`src/rtl/drv_err_bank.sv`:
```
// drv_err_bank
//   Per-drive error register bank for a multi-drive disk controller. Each
//   drive keeps a sticky WIDTH-bit error register, a saturating count of
//   error events (cycles that set at least one new bit), the index of the
//   first error bit seen since the last clear, and an attention flag raised
//   when the drive's error summary goes from clean to dirty.
//
// Ports
//   clk, rst   clock; asynchronous active-high reset
//   clrALL     clear every drive's error state
//   clrDRV     per-drive clear
//   drvSEL     drive addressed by the bus (reads and writes)
//   wrDATA     bus write data (also the attention clear mask)
//   errWRITE   write the error register of drvSEL
//   anyWRITE   write to any register of drvSEL
//   ataWRITE   write-1-to-clear of ATA using wrDATA[NDRV-1:0]
//   drvRDY     drive ready; writes to a busy drive are refused
//   setERR     hardware error set strobes, drive i in slice i
//   rdDATA     error register of drvSEL
//   rdFIRST    {valid, 3'b0, first-bit index} of drvSEL
//   rdCNT      event count of drvSEL
//   errSUM     per-drive OR of the error register
//   ATA        per-drive attention

module drv_err_bank #(
  parameter int NDRV    = 8,
  parameter int WIDTH   = 16,
  parameter int RMR_BIT = 2,
  parameter int CNT_W   = 4
) (
  input  logic                  clk,
  input  logic                  rst,
  input  logic                  clrALL,
  input  logic [NDRV-1:0]       clrDRV,
  input  logic [2:0]            drvSEL,
  input  logic [WIDTH-1:0]      wrDATA,
  input  logic                  errWRITE,
  input  logic                  anyWRITE,
  input  logic                  ataWRITE,
  input  logic [NDRV-1:0]       drvRDY,
  input  logic [NDRV*WIDTH-1:0] setERR,
  output logic [WIDTH-1:0]      rdDATA,
  output logic [7:0]            rdFIRST,
  output logic [CNT_W-1:0]      rdCNT,
  output logic [NDRV-1:0]       errSUM,
  output logic [NDRV-1:0]       ATA
);

  logic [NDRV-1:0][WIDTH-1:0] err_q, err_d;
  logic [NDRV-1:0][WIDTH-1:0] new_bits;
  logic [NDRV-1:0][CNT_W-1:0] cnt_q, cnt_d;
  logic [NDRV-1:0][3:0]       first_q, first_d;
  logic [NDRV-1:0]            vld_q, vld_d;
  logic [NDRV-1:0]            ata_q, ata_d;

  // Lowest set bit index; a zero vector yields 0 but is never used that way.
  function automatic logic [3:0] lowest_idx(input logic [WIDTH-1:0] v);
    logic [3:0] r;
    r = '0;
    for (int b = WIDTH - 1; b >= 0; b--) begin
      if (v[b]) r = 4'(b);
    end
    return r;
  endfunction

  // Next-state for every drive. Priority is clear > bus write > hardware
  // set. A write to a busy drive is refused: the data is dropped and the
  // Register Modification Refused bit is raised instead.
  always_comb begin
    err_d    = err_q;
    cnt_d    = cnt_q;
    first_d  = first_q;
    vld_d    = vld_q;
    ata_d    = ata_q;
    new_bits = '0;
    for (int i = 0; i < NDRV; i++) begin
      if (clrALL || clrDRV[i]) begin
        err_d[i]   = '0;
        cnt_d[i]   = '0;
        first_d[i] = '0;
        vld_d[i]   = 1'b0;
      end else begin
        if (errWRITE && drvSEL == 3'(i) && drvRDY[i]) begin
          err_d[i] = wrDATA | setERR[i*WIDTH +: WIDTH];
        end else if ((errWRITE || anyWRITE) && drvSEL == 3'(i) && !drvRDY[i]) begin
          err_d[i] = err_q[i] | setERR[i*WIDTH +: WIDTH];
          err_d[i][RMR_BIT] = 1'b1;
        end else begin
          err_d[i] = err_q[i] | setERR[i*WIDTH +: WIDTH];
        end

        new_bits[i] = err_d[i] & ~err_q[i];

        if (new_bits[i] != '0) begin
          if (cnt_q[i] != {CNT_W{1'b1}}) cnt_d[i] = cnt_q[i] + 1'b1;
          if (!vld_q[i]) begin
            first_d[i] = lowest_idx(new_bits[i]);
            vld_d[i]   = 1'b1;
          end
        end

        // A write that wipes the register also forgets the first-error
        // capture, so the next error is reported afresh; the count is kept.
        if (err_d[i] == '0) begin
          first_d[i] = '0;
          vld_d[i]   = 1'b0;
        end
      end

      // Attention: the clear mask applies first, so a clean-to-dirty edge in
      // the same cycle wins.
      if (ataWRITE && wrDATA[i]) ata_d[i] = 1'b0;
      if ((err_d[i] != '0) && (err_q[i] == '0)) ata_d[i] = 1'b1;
    end
  end

  always_ff @(posedge clk or posedge rst) begin
    if (rst) begin
      err_q   <= '0;
      cnt_q   <= '0;
      first_q <= '0;
      vld_q   <= '0;
      ata_q   <= '0;
    end else begin
      err_q   <= err_d;
      cnt_q   <= cnt_d;
      first_q <= first_d;
      vld_q   <= vld_d;
      ata_q   <= ata_d;
    end
  end

  // Read mux; a drive number beyond the bank matches nothing and reads 0.
  always_comb begin
    rdDATA  = '0;
    rdFIRST = '0;
    rdCNT   = '0;
    for (int i = 0; i < NDRV; i++) begin
      if (drvSEL == 3'(i)) begin
        rdDATA  = err_q[i];
        rdFIRST = {vld_q[i], 3'b000, first_q[i]};
        rdCNT   = cnt_q[i];
      end
    end
  end

  always_comb begin
    errSUM = '0;
    for (int i = 0; i < NDRV; i++) errSUM[i] = |err_q[i];
  end

  assign ATA = ata_q;

endmodule
```
`config.mk`:
```
export PLATFORM = sky130hd
export DESIGN_NAME = drv_err_bank
export DESIGN_NICKNAME = d
export VERILOG_FILES = /design/src/rtl/drv_err_bank.sv
export SDC_FILE = /design/constraint.sdc
export NUM_CORES = 1
export LEC_CHECK = 0
export ABC_AREA = 1
export CAP_MARGIN = 20
export CORE_ASPECT_RATIO = 1.2
export CORE_UTILIZATION = 56
export DETAILED_ROUTE_END_ITERATION = 8
export PLACE_DENSITY = 0.82
export REMOVE_ABC_BUFFERS = 1
export SYNTH_ARGS = -nofsm -noshare
export SYNTH_HDL_FRONTEND = slang
export SYNTH_SLANG_ARGS = --single-unit
```
`constraint.sdc`:
```
create_clock -name clk -period 7.8 [get_ports clk]
set_input_delay 0.78 -clock clk [delete_from_list [all_inputs] [get_ports clk]]
set_output_delay 0.78 -clock clk [all_outputs]
set_load 0.05 [all_outputs]
```
==> impl_metrics.yaml, run 1 <==
finish:
  layout.filler_cells: 2164
  share_of_cells_above_drive_strength_1_pct: 8.945
  area_delta_synth_final_pct: 21.45
  final_util_pct: 69.74
  antenna-diode-count: 0
  final-instance-count-excl-fill: 2572
  finalNetCount: 2406
  most_common_cell_after_layout_fill_and_taps_aside: "nand2_1"
  most-common-layout-cells: "nand2_1 (512), nor2_1 (358), inv_1 (217), clkdlybuf4s50_1 (209), dfrtp_1 (208)"
setup_path:
  critical_path.slowest_cell: "clkdlybuf4s50_1"
  timing.critical_path.cells: "clkdlybuf4s50_1, nor2_8, nand2_1, clkinv_1, a221oi_1, o2111ai_1, clkdlybuf4s50_1"
  worst-setup-path-type: "in2out"
  worstPathRequired_ns: 7.02
  worst_path_dominant_cell_family: "buffers and inverters"
  critPathLaunch: "drvSEL[0]"
  path_max_fanout: 26
  timing.critical_path.arrival_ns: 4.47
  crit_path_buffers_inverters: 3
  worst_path_largest_cell_delay_ns: 0.98
  r2r-start: "err_q[55]$_DFF_PP0_"
  cell_seen_most_often_among_critical_path_stages: "clkdlybuf4s50_1"
  timing.critical_path.from_type: "input pin"
  worst_setup_ep_type: "primary output"
detailed_routing:
  drt-pass1-iter-count: 6
  route.detailed.wl_per_inst_um: 21.93
  initialDrtViolationCount: 1619
  antenna_violating_nets_post_route: 0
  total_via_count_after_detailed_routing: 15595
  detail_route.vias_per_cell: 6.063
  remaining_drc_errors: 0
  routed_wl_um: 56400
floorplan:
  die_h_um: 177.1
  die_w_um: 147.9
  top_level_ports: 213
  fp-row-count: 63
  start_util_pct: 57.42
  total_die_area_sq_um: 26190
  core_area_sq_um: 24910
clock_network:
  cts-root-buf: "clkbuf_16"
  num_clock_sinks: 208
  tritoncts: "built"
  tritoncts.num_buffers: 24
  clock_tree.htree_level_count: 1
  clock_latency_ns: 0.54
  postCtsResizedCells: 0
  ctsHoldBuffers: 0
  cts-root-to-sink-buffers: 3
  path_clk_slew_ns: 0.06
  post_cts_buffers: 0
timing:
  finalWorstPathRequiredPeriod_ns: 5.248
  report.final.hold_viol_count: 0
  worst_pin_slew_ns: 1.028
  achievable-frequency_mhz: 190.6
  grt_setup_unrepaired: "false"
  setup_violations: 0
  slew_margin_rel_pct: 31.23
  final.hold.worst_slack_ns: 0.4822
  finalWorstSetupSlack_ns: 2.552
  final_min_period_over_clock_period_pct: 67.28
  timing.clock.skew_ns: 0.02626
  finalMaxSlewViolations: 0
  tns_ns: 0
synth:
  synth_largest_type_area_fraction_pct: 36.39
  yosys-mux-area-fraction_pct: 0
  post_synth_fa_ha_maj_area_fraction_pct: 0.6999
  combinational_family_with_the_most_area_after_synthesis: "simple AND/OR/NAND/NOR gates"
  synth-xor-area-share_pct: 0.3674
  yosys.area.top_type: "dfrtp_1"
  synth.area.top_cells: "dfrtp_1 (36%), nand2_1 (13%), nor2_1 (9.4%), inv_1 (5.7%), nand3_1 (3.3%)"
  ys_seq_area_share_pct: 36.39
  fraction_of_the_mapped_netlist_area_in_simple_logic_gates_pct: 41.43
  synth-seq-cells: 208
  ffs_w_async_s_r_synth_pct: 100.0
  main_flop_type_after_synthesis: "dfrtp_1"
  synth.distinct_cells: 52
  syn-cell-area_sq_um: 14300
  syn_inst: 2046
  synth_compound_gate_area_share_pct: 12.33
  synth-edff-count: 0
  yosys_warnings: 0
  synth.avg_cell_area_sq_um: 6.990
place:
  io_buf_count: 209
  half_perimeter_wire_length_after_detailed_placement_um: 43320
  dp_worst_setup_slack_ns: 2.675
  gp_congestion: 1.037
  dp.cells: 2528
grt:
  first_pass_grt_wire_length_um: 85320
  antenna_found_initial: 0
  congestion_overflow_gr: 0
  maximum_number_of_pins_on_one_net_before_global_route_repair: 88
  grt_pass1_vias: 14998
  grt_util_all_layers_pct: 43.66
power_and_ir_drop:
  power.static_leakage_nw: 8.081
  cellPowerDensity_nw_per_um2: 178.4
  ir_worst_vdd_mv: 0.1629
outcome:
  outcome: "finished clean"
hold_path:
  hp-class: "reg2reg"
  timing.hold.worst.start: "first_q[11]$_DFFE_PP0P_"
job:
  maxCapViolations: 0
==> logic make-up after synthesis <==
family | Yosys count
buffers and inverters | 302
adder cells (fa/ha/maj) | 8
AND/OR/NAND/NOR | 1259
flip-flops | 208
other | 1
AO/OA/AOI/OAI | 262
XOR/XNOR | 6
==> worst paths after layout <==
check / endpoint / slack, ns / cells past startpoint
max: rdDATA[1] / 2.55 / 7
min: first_q[11]$_DFFE_PP0P_ / 0.48 / 2
max reg2reg: first_q[15]$_DFFE_PP0P_ / 5.39 / 10
min reg2reg: first_q[11]$_DFFE_PP0P_ / 0.48 / 2
max in group asynchronous: first_q[3]$_DFFE_PP0P_ / 5.59 / 3
min in group asynchronous: err_q[122]$_DFF_PP0_ / 0.75 / 2
==> tightest hold or removal path, stage by stage (launching register included) <==
cell and delay, ns:
dfrtp_1 0.35, nand2_1 0.06, nand2_1 0.04
==> per-stage QoR <==
| stage | cell area [sq um] | total power, mW |
|---|---|---|
| global route | 17370 | 3.202 |
| global placement | 16510 | 1.856 |
| CTS | 17370 | 3.086 |
| detailed placement | 16510 | 1.865 |
| finish | 17370 | 3.099 |
| floorplan | 13980 | 1.575 |
==> area by class of cell <==
| type | count | area [sq um] | share of cell area, % |
|---|---|---|---|
| well taps | 325 | 406.6 | 2.341 |
| inverters | 245 | 932.1 | 5.366 |
| flip-flops and latches | 208 | 5205 | 29.96 |
| clock inverters | 13 | 181.4 | 1.044 |
| repair buffers | 212 | 2115 | 12.17 |
| clock buffers | 31 | 676.9 | 3.897 |
| multi-input cells | 1538 | 7854 | 45.21 |
==> registers in the layout (all words and copies together), names as in the netlist <==
name,flops
err_q,128
first_q,32
ATA,8
vld_q,8
cnt_q,32
==> routing by layer <==
metal | part of all wire, % | GRT usage, %
met3 | 11 | 8.660
met2 | 45 | 70.24
met5 | 0 | 0
met4 | 8.6 | 31.62
met1 | 36 | 52.19
==> cell usage after synthesis (all sizes together) (9+ instances only) <==
library cell and count:
nor4 33, or2 59, nand3 108, buf 31, a211oi 18, a31oi 9, o31ai 17, o2111ai 20
clkinv 13, a221oi 18, a21oi 51, nand3b 11, nor2 379, clkbuf 26, inv 232, nand2 531
dfrtp 208, nor3 71, o211ai 12, nand4 48, o21ai 84, o221ai 14, nor3b 19
==> power breakdown <==
group          switching [mW]  internal [mW]
sequential             0.0531           1.13
clock                   0.487          0.746
combinational           0.445          0.241
total                   0.985           2.11
(Power assumes the default switching activity.)
==> run 2, diff against run 1 <==
Clock period 7.8 ns to 5.1 ns, I/O delays scaled along.
==> run 2 against run 1 <==
Effect of this change:
- worst setup slack got worse by 1.8 ns
- combinational power grew 55%
- sequential cell count did not move
- largest cell class unchanged
- largest power group unchanged
- highest routed layer is now met5
==> impl_metrics.yaml, run 2 (same netlist as run 1, synthesis figures left out) <==
outcome:
  outcome: "finished clean"
grt:
  grt_pass1_vias: 14934
  antenna_found_initial: 2
  first_pass_grt_wire_length_um: 85560
  grt_util_all_layers_pct: 43.85
  maximum_number_of_pins_on_one_net_before_global_route_repair: 128
  congestion_overflow_gr: 0
floorplan:
  die_h_um: 177.1
  total_die_area_sq_um: 26190
  die_w_um: 147.9
  start_util_pct: 57.42
  top_level_ports: 213
  core_area_sq_um: 24910
  fp-row-count: 63
clock_network:
  tritoncts: "built"
  num_clock_sinks: 208
  ctsHoldBuffers: 0
  cts-root-buf: "clkbuf_16"
  post_cts_buffers: 0
  clock_tree.htree_level_count: 1
  path_clk_slew_ns: 0.06
  postCtsResizedCells: 0
  cts-root-to-sink-buffers: 3
  clock_latency_ns: 0.55
  tritoncts.num_buffers: 24
power_and_ir_drop:
  power.static_leakage_nw: 8.124
  ir_worst_vdd_mv: 0.3129
  cellPowerDensity_nw_per_um2: 271.0
detailed_routing:
  detail_route.vias_per_cell: 6.065
  route.detailed.wl_per_inst_um: 22.13
  initialDrtViolationCount: 1556
  remaining_drc_errors: 0
  routed_wl_um: 57120
  antenna_violating_nets_post_route: 0
  total_via_count_after_detailed_routing: 15654
  drt-pass1-iter-count: 9
place:
  half_perimeter_wire_length_after_detailed_placement_um: 43380
  gp_congestion: 1.074
  dpl_cell_area_sq_um: 16590
  io_buf_count: 209
timing:
  finalWorstPathRequiredPeriod_ns: 4.304
  slew_margin_rel_pct: 34.40
  finalMaxSlewViolations: 0
  final.hold.worst_slack_ns: 0.4811
  report.final.hold_viol_count: 0
  achievable-frequency_mhz: 232.4
  timing.clock.skew_ns: 0.01385
  final_min_period_over_clock_period_pct: 84.38
  setup_violations: 0
  grt_setup_unrepaired: "false"
  worst_pin_slew_ns: 0.9840
finish:
  area_delta_synth_final_pct: 21.86
  register_ranked_first_by_flip_flop_count: "err_q"
  multi_input_area_sq_um: 7854
  most-common-layout-cells: "nand2_1 (512), nor2_1 (358), inv_1 (217), clkdlybuf4s50_1 (209), dfrtp_1 (208)"
  antenna-diode-count: 0
  share_of_cells_above_drive_strength_1_pct: 9.176
  register_area_sq_um: 5205
  most_common_cell_after_layout_fill_and_taps_aside: "nand2_1"
  post-route-cell-area_sq_um: 17430
  layout.filler_cells: 2130
  largest_registers: "err_q: 128 flops, cnt_q: 32 flops, first_q: 32 flops"
  largest_reg_flops: 128
  finalNetCount: 2415
setup_path:
  timing.critical_path.cells: "clkdlybuf4s50_1, inv_2, nand2_1, o221ai_1, a221oi_1, o2111ai_1, clkdlybuf4s50_1"
  timing.critical_path.arrival_ns: 3.79
  worst_setup_ep_type: "primary output"
  cell_seen_most_often_among_critical_path_stages: "clkdlybuf4s50_1"
  path_max_fanout: 20
  worst_path_largest_cell_delay_ns: 0.76
  timing.critical_path.from_type: "input pin"
  critical_path.slowest_cell: "clkdlybuf4s50_1"
  crit_path_buffers_inverters: 3
  worst_path_dominant_cell_family: "buffers and inverters"
  worstPathRequired_ns: 4.59
  worst-setup-path-type: "in2out"
job:
  maxCapViolations: 0
hold_path:
  hp-class: "reg2reg"
-- run 2: cell types whose count changed in the layout (fill, tap and decap cells not counted), sizes merged --
cell	previous run	this run
buf	3	12
clkbuf	31	35
clkinvlp	2	0
bufinv	4	3
clkinv	20	19
-- run 2: report_power, final --
group / internal, mW / total, mW / switching [mW]
combinational: 0.373 / 1.06 / 0.688
sequential: 1.72 / 1.80 / 0.0779
clock: 1.11 / 1.86 / 0.753
-- run 2: final timing paths --
check | startpoint | end | slack (ns) | depth (start not counted)
max in group asynchronous | rst | err_q[17]$_DFF_PP0_ | 3.52 | 3
min in group asynchronous | rst | err_q[122]$_DFF_PP0_ | 0.54 | 2
max reg2reg | err_q[0]$_DFF_PP0_ | first_q[1]$_DFFE_PP0P_ | 2.59 | 12
max | drvSEL[2] | rdDATA[2] | 0.80 | 7
min reg2reg | first_q[11]$_DFFE_PP0P_ | first_q[11]$_DFFE_PP0P_ | 0.48 | 2
min | first_q[11]$_DFFE_PP0P_ | first_q[11]$_DFFE_PP0P_ | 0.48 | 2
-- run 2: worst min-delay path: cells and delay by family, from the launching register on --
family,cells,cell delay (ns)
simple gates,2,0.10
flops,1,0.35
-- run 2: per-stage QoR --
| stage | std cells | util [%] | total power, mW | setup slack, ns | setup TNS, ns |
|---|---|---|---|---|---|
| global placement | 2537 | 66.61 | 2.846 | 1.059 | 0 |
| global route | 2581 | 69.97 | 4.859 | 0.6927 | 0 |
| CTS | 2581 | 69.97 | 4.684 | 0.8894 | 0 |
| detailed placement | 2537 | 66.61 | 2.857 | 0.9642 | 0 |
| finish | 2581 | 69.97 | 4.724 | 0.7965 | 0 |
| floorplan | 1991 | - | 2.409 | -1.091 | -226.89 |
-- run 2: cell type report --
type | count | area share, %
Timing Repair Buffer | 221 | 12.59
Clock buffer | 35 | 4.027
Sequential cell | 208 | 29.86
Multi-Input combinational cell | 1538 | 45.06
Tap cell | 325 | 2.333
Inverter | 245 | 5.348
Clock inverter | 9 | 0.7753
-- run 2: metal layers --
| metal | GRT usage, % | part of all wire (%) | up-vias |
|---|---|---|---|
| met3 | 8.041 | 10 | 241 |
| met1 | 51.73 | 36 | 7231 |
| met5 | 0 | 0.12 | - |
| met2 | 71.84 | 46 | 1055 |
| li1 | - | - | 7121 |
| met4 | 31.79 | 8.1 | 6 |
==> run 3, diff against run 2 <==
Clock period 5.1 ns to 4.21 ns, I/O delays scaled along.
==> run 3 against run 2 <==
Effect of this change:
- sequential share of layout area decreased by 0.46 points
- clock power up 23%
- first-iteration DRC count rose by 5.3%
- non-clock buffer count increased by 8
- largest cell class unchanged
==> impl_metrics.yaml, run 3 (same netlist as run 1, synthesis figures left out) <==
clock_network:
  ctsHoldBuffers: 0
  post_cts_buffers: 0
  postCtsResizedCells: 0
  cts-root-to-sink-buffers: 3
  cts-root-buf: "clkbuf_16"
  clock_tree.htree_level_count: 1
  clock_latency_ns: 0.53
  path_clk_slew_ns: 0.06
  num_clock_sinks: 208
  tritoncts: "built"
  tritoncts.num_buffers: 24
finish:
  most-common-layout-cells: "nand2_1 (512), nor2_1 (358), inv_1 (217), dfrtp_1 (208), clkdlybuf4s50_1 (184)"
  share_of_cells_above_drive_strength_1_pct: 10.69
  post-route-cell-area_sq_um: 17700
  layout.filler_cells: 2034
  finalNetCount: 2423
  largest_reg_flops: 128
  most_common_cell_after_layout_fill_and_taps_aside: "nand2_1"
  largest_registers: "err_q: 128 flops, cnt_q: 32 flops, first_q: 32 flops"
  final_util_pct: 71.07
  area_delta_synth_final_pct: 23.77
  antenna-diode-count: 0
  register_ranked_first_by_flip_flop_count: "err_q"
timing:
  finalWorstPathRequiredPeriod_ns: 3.660
  final.hold.worst_slack_ns: 0.4121
  worst_pin_slew_ns: 0.9390
  timing.clock.skew_ns: 0.005701
  slew_margin_rel_pct: 37.40
  grt_setup_unrepaired: "false"
  final_min_period_over_clock_period_pct: 86.94
  report.final.hold_viol_count: 0
  finalMaxSlewViolations: 0
  achievable-frequency_mhz: 273.2
  setup_violations: 0
place:
  io_buf_count: 209
  gp_congestion: 1.064
  half_perimeter_wire_length_after_detailed_placement_um: 45050
  dpl_cell_area_sq_um: 16840
grt:
  grt_util_all_layers_pct: 45.22
  antenna_found_initial: 0
  grt_pass1_vias: 15468
  first_pass_grt_wire_length_um: 87980
  congestion_overflow_gr: 0
  maximum_number_of_pins_on_one_net_before_global_route_repair: 117
detailed_routing:
  remaining_drc_errors: 0
  initialDrtViolationCount: 1638
  top_layer_used: "met4"
  total_via_count_after_detailed_routing: 15906
  detail_route.vias_per_cell: 6.146
  antenna_violating_nets_post_route: 0
  met2RoutedLength_um: 27800
  met3WireLength_um: 5842
  routed_wl_um: 59460
  route.detailed.wl_per_inst_um: 22.98
  wl_met1_um: 21440
  drt-pass1-iter-count: 6
power_and_ir_drop:
  power_mw: 5.807
  share_comb_of_total_power_pct: 23.0
  power.static_leakage_nw: 8.271
  power.clock.fraction_pct: 39.4
  ir_worst_vdd_mv: 0.3354
  sw_frac_of_total_pct: 32.01
  p_int_mw: 3.949
  cellPowerDensity_nw_per_um2: 328.1
  netSwitchingPower_mw: 1.859
  seq_power_share_pct: 37.6
setup_path:
  timing.critical_path.cells: "clkdlybuf4s50_1, nor2_8, nand2_1, clkinv_1, a221oi_1, o2111ai_1, buf_12"
  worst-setup-path-type: "in2out"
  worst_path_largest_cell_delay_ns: 0.76
  crit_path_buffers_inverters: 3
  path_max_fanout: 22
  timing.critical_path.from_type: "input pin"
  worstPathRequired_ns: 3.79
  timing.critical_path.arrival_ns: 3.24
  worst_path_dominant_cell_family: "buffers and inverters"
  worst_setup_ep_type: "primary output"
  critical_path.slowest_cell: "clkdlybuf4s50_1"
floorplan:
  die_h_um: 177.1
  total_die_area_sq_um: 26190
  start_util_pct: 57.42
  top_level_ports: 213
  fp-row-count: 63
  die_w_um: 147.9
  core_area_sq_um: 24910
hold_path:
  hp-class: "in2async"
outcome:
  outcome: "finished clean"
job:
  maxCapViolations: 0
[run 3: final timing paths]
kind                                    startpoint                 endpoint  slack [ns]  cells past startpoint
min reg2reg                first_q[17]$_DFFE_PP0P_  first_q[17]$_DFFE_PP0P_        0.49                      2
max in group asynchronous                      rst      err_q[70]$_DFF_PP0_        2.72                      3
min                                            rst     err_q[122]$_DFF_PP0_        0.41                      2
max reg2reg                   err_q[119]$_DFF_PP0_    cnt_q[31]$_DFFE_PP0P_        1.79                     11
min in group clk           first_q[17]$_DFFE_PP0P_  first_q[17]$_DFFE_PP0P_        0.49                      2
max                                      drvSEL[1]                rdDATA[0]        0.55                      7
[run 3: through the flow]
| stage | setup TNS [ns] | worst slack [ns] | cells |
|---|---|---|---|
| 2_1_floorplan | -393.50 | -1.892 | 1991 |
| 3_3_place_gp | 0 | 0.6087 | 2545 |
| 3_5_place_dp | 0 | 0.5059 | 2545 |
| 4_1_cts | 0 | 0.6005 | 2588 |
| 5_1_grt | 0 | 0.4744 | 2588 |
| 6_report | 0 | 0.5497 | 2588 |
[run 3: final cells by class]
class | count | area, sq um | area share (%)
Clock buffer | 34 | 718.2 | 4.057
Clock inverter | 9 | 143.9 | 0.8128
Inverter | 245 | 932.1 | 5.266
Multi-Input combinational cell | 1538 | 7854 | 44.37
Sequential cell | 208 | 5205 | 29.40
Tap cell | 325 | 406.6 | 2.297
Timing Repair Buffer | 229 | 2442 | 13.80
[run 3: routing by layer]
metal	up-vias	GRT usage [%]
met3	215	6.804
met2	1078	75.98
met4	0	30.58
met1	7465	53.57
li1	7148	-
met5	-	0
[run 3: power by group through the flow]
stage | sequential [mW] | combinational [mW] | clock, mW
global route | 2.19 | 1.42 | 2.36
floorplan | 2.21 | 0.710 | 0
finish | 2.18 | 1.33 | 2.29
detailed placement | 2.21 | 1.29 | 0
CTS | 2.18 | 1.30 | 2.28
global placement | 2.21 | 1.28 | 0
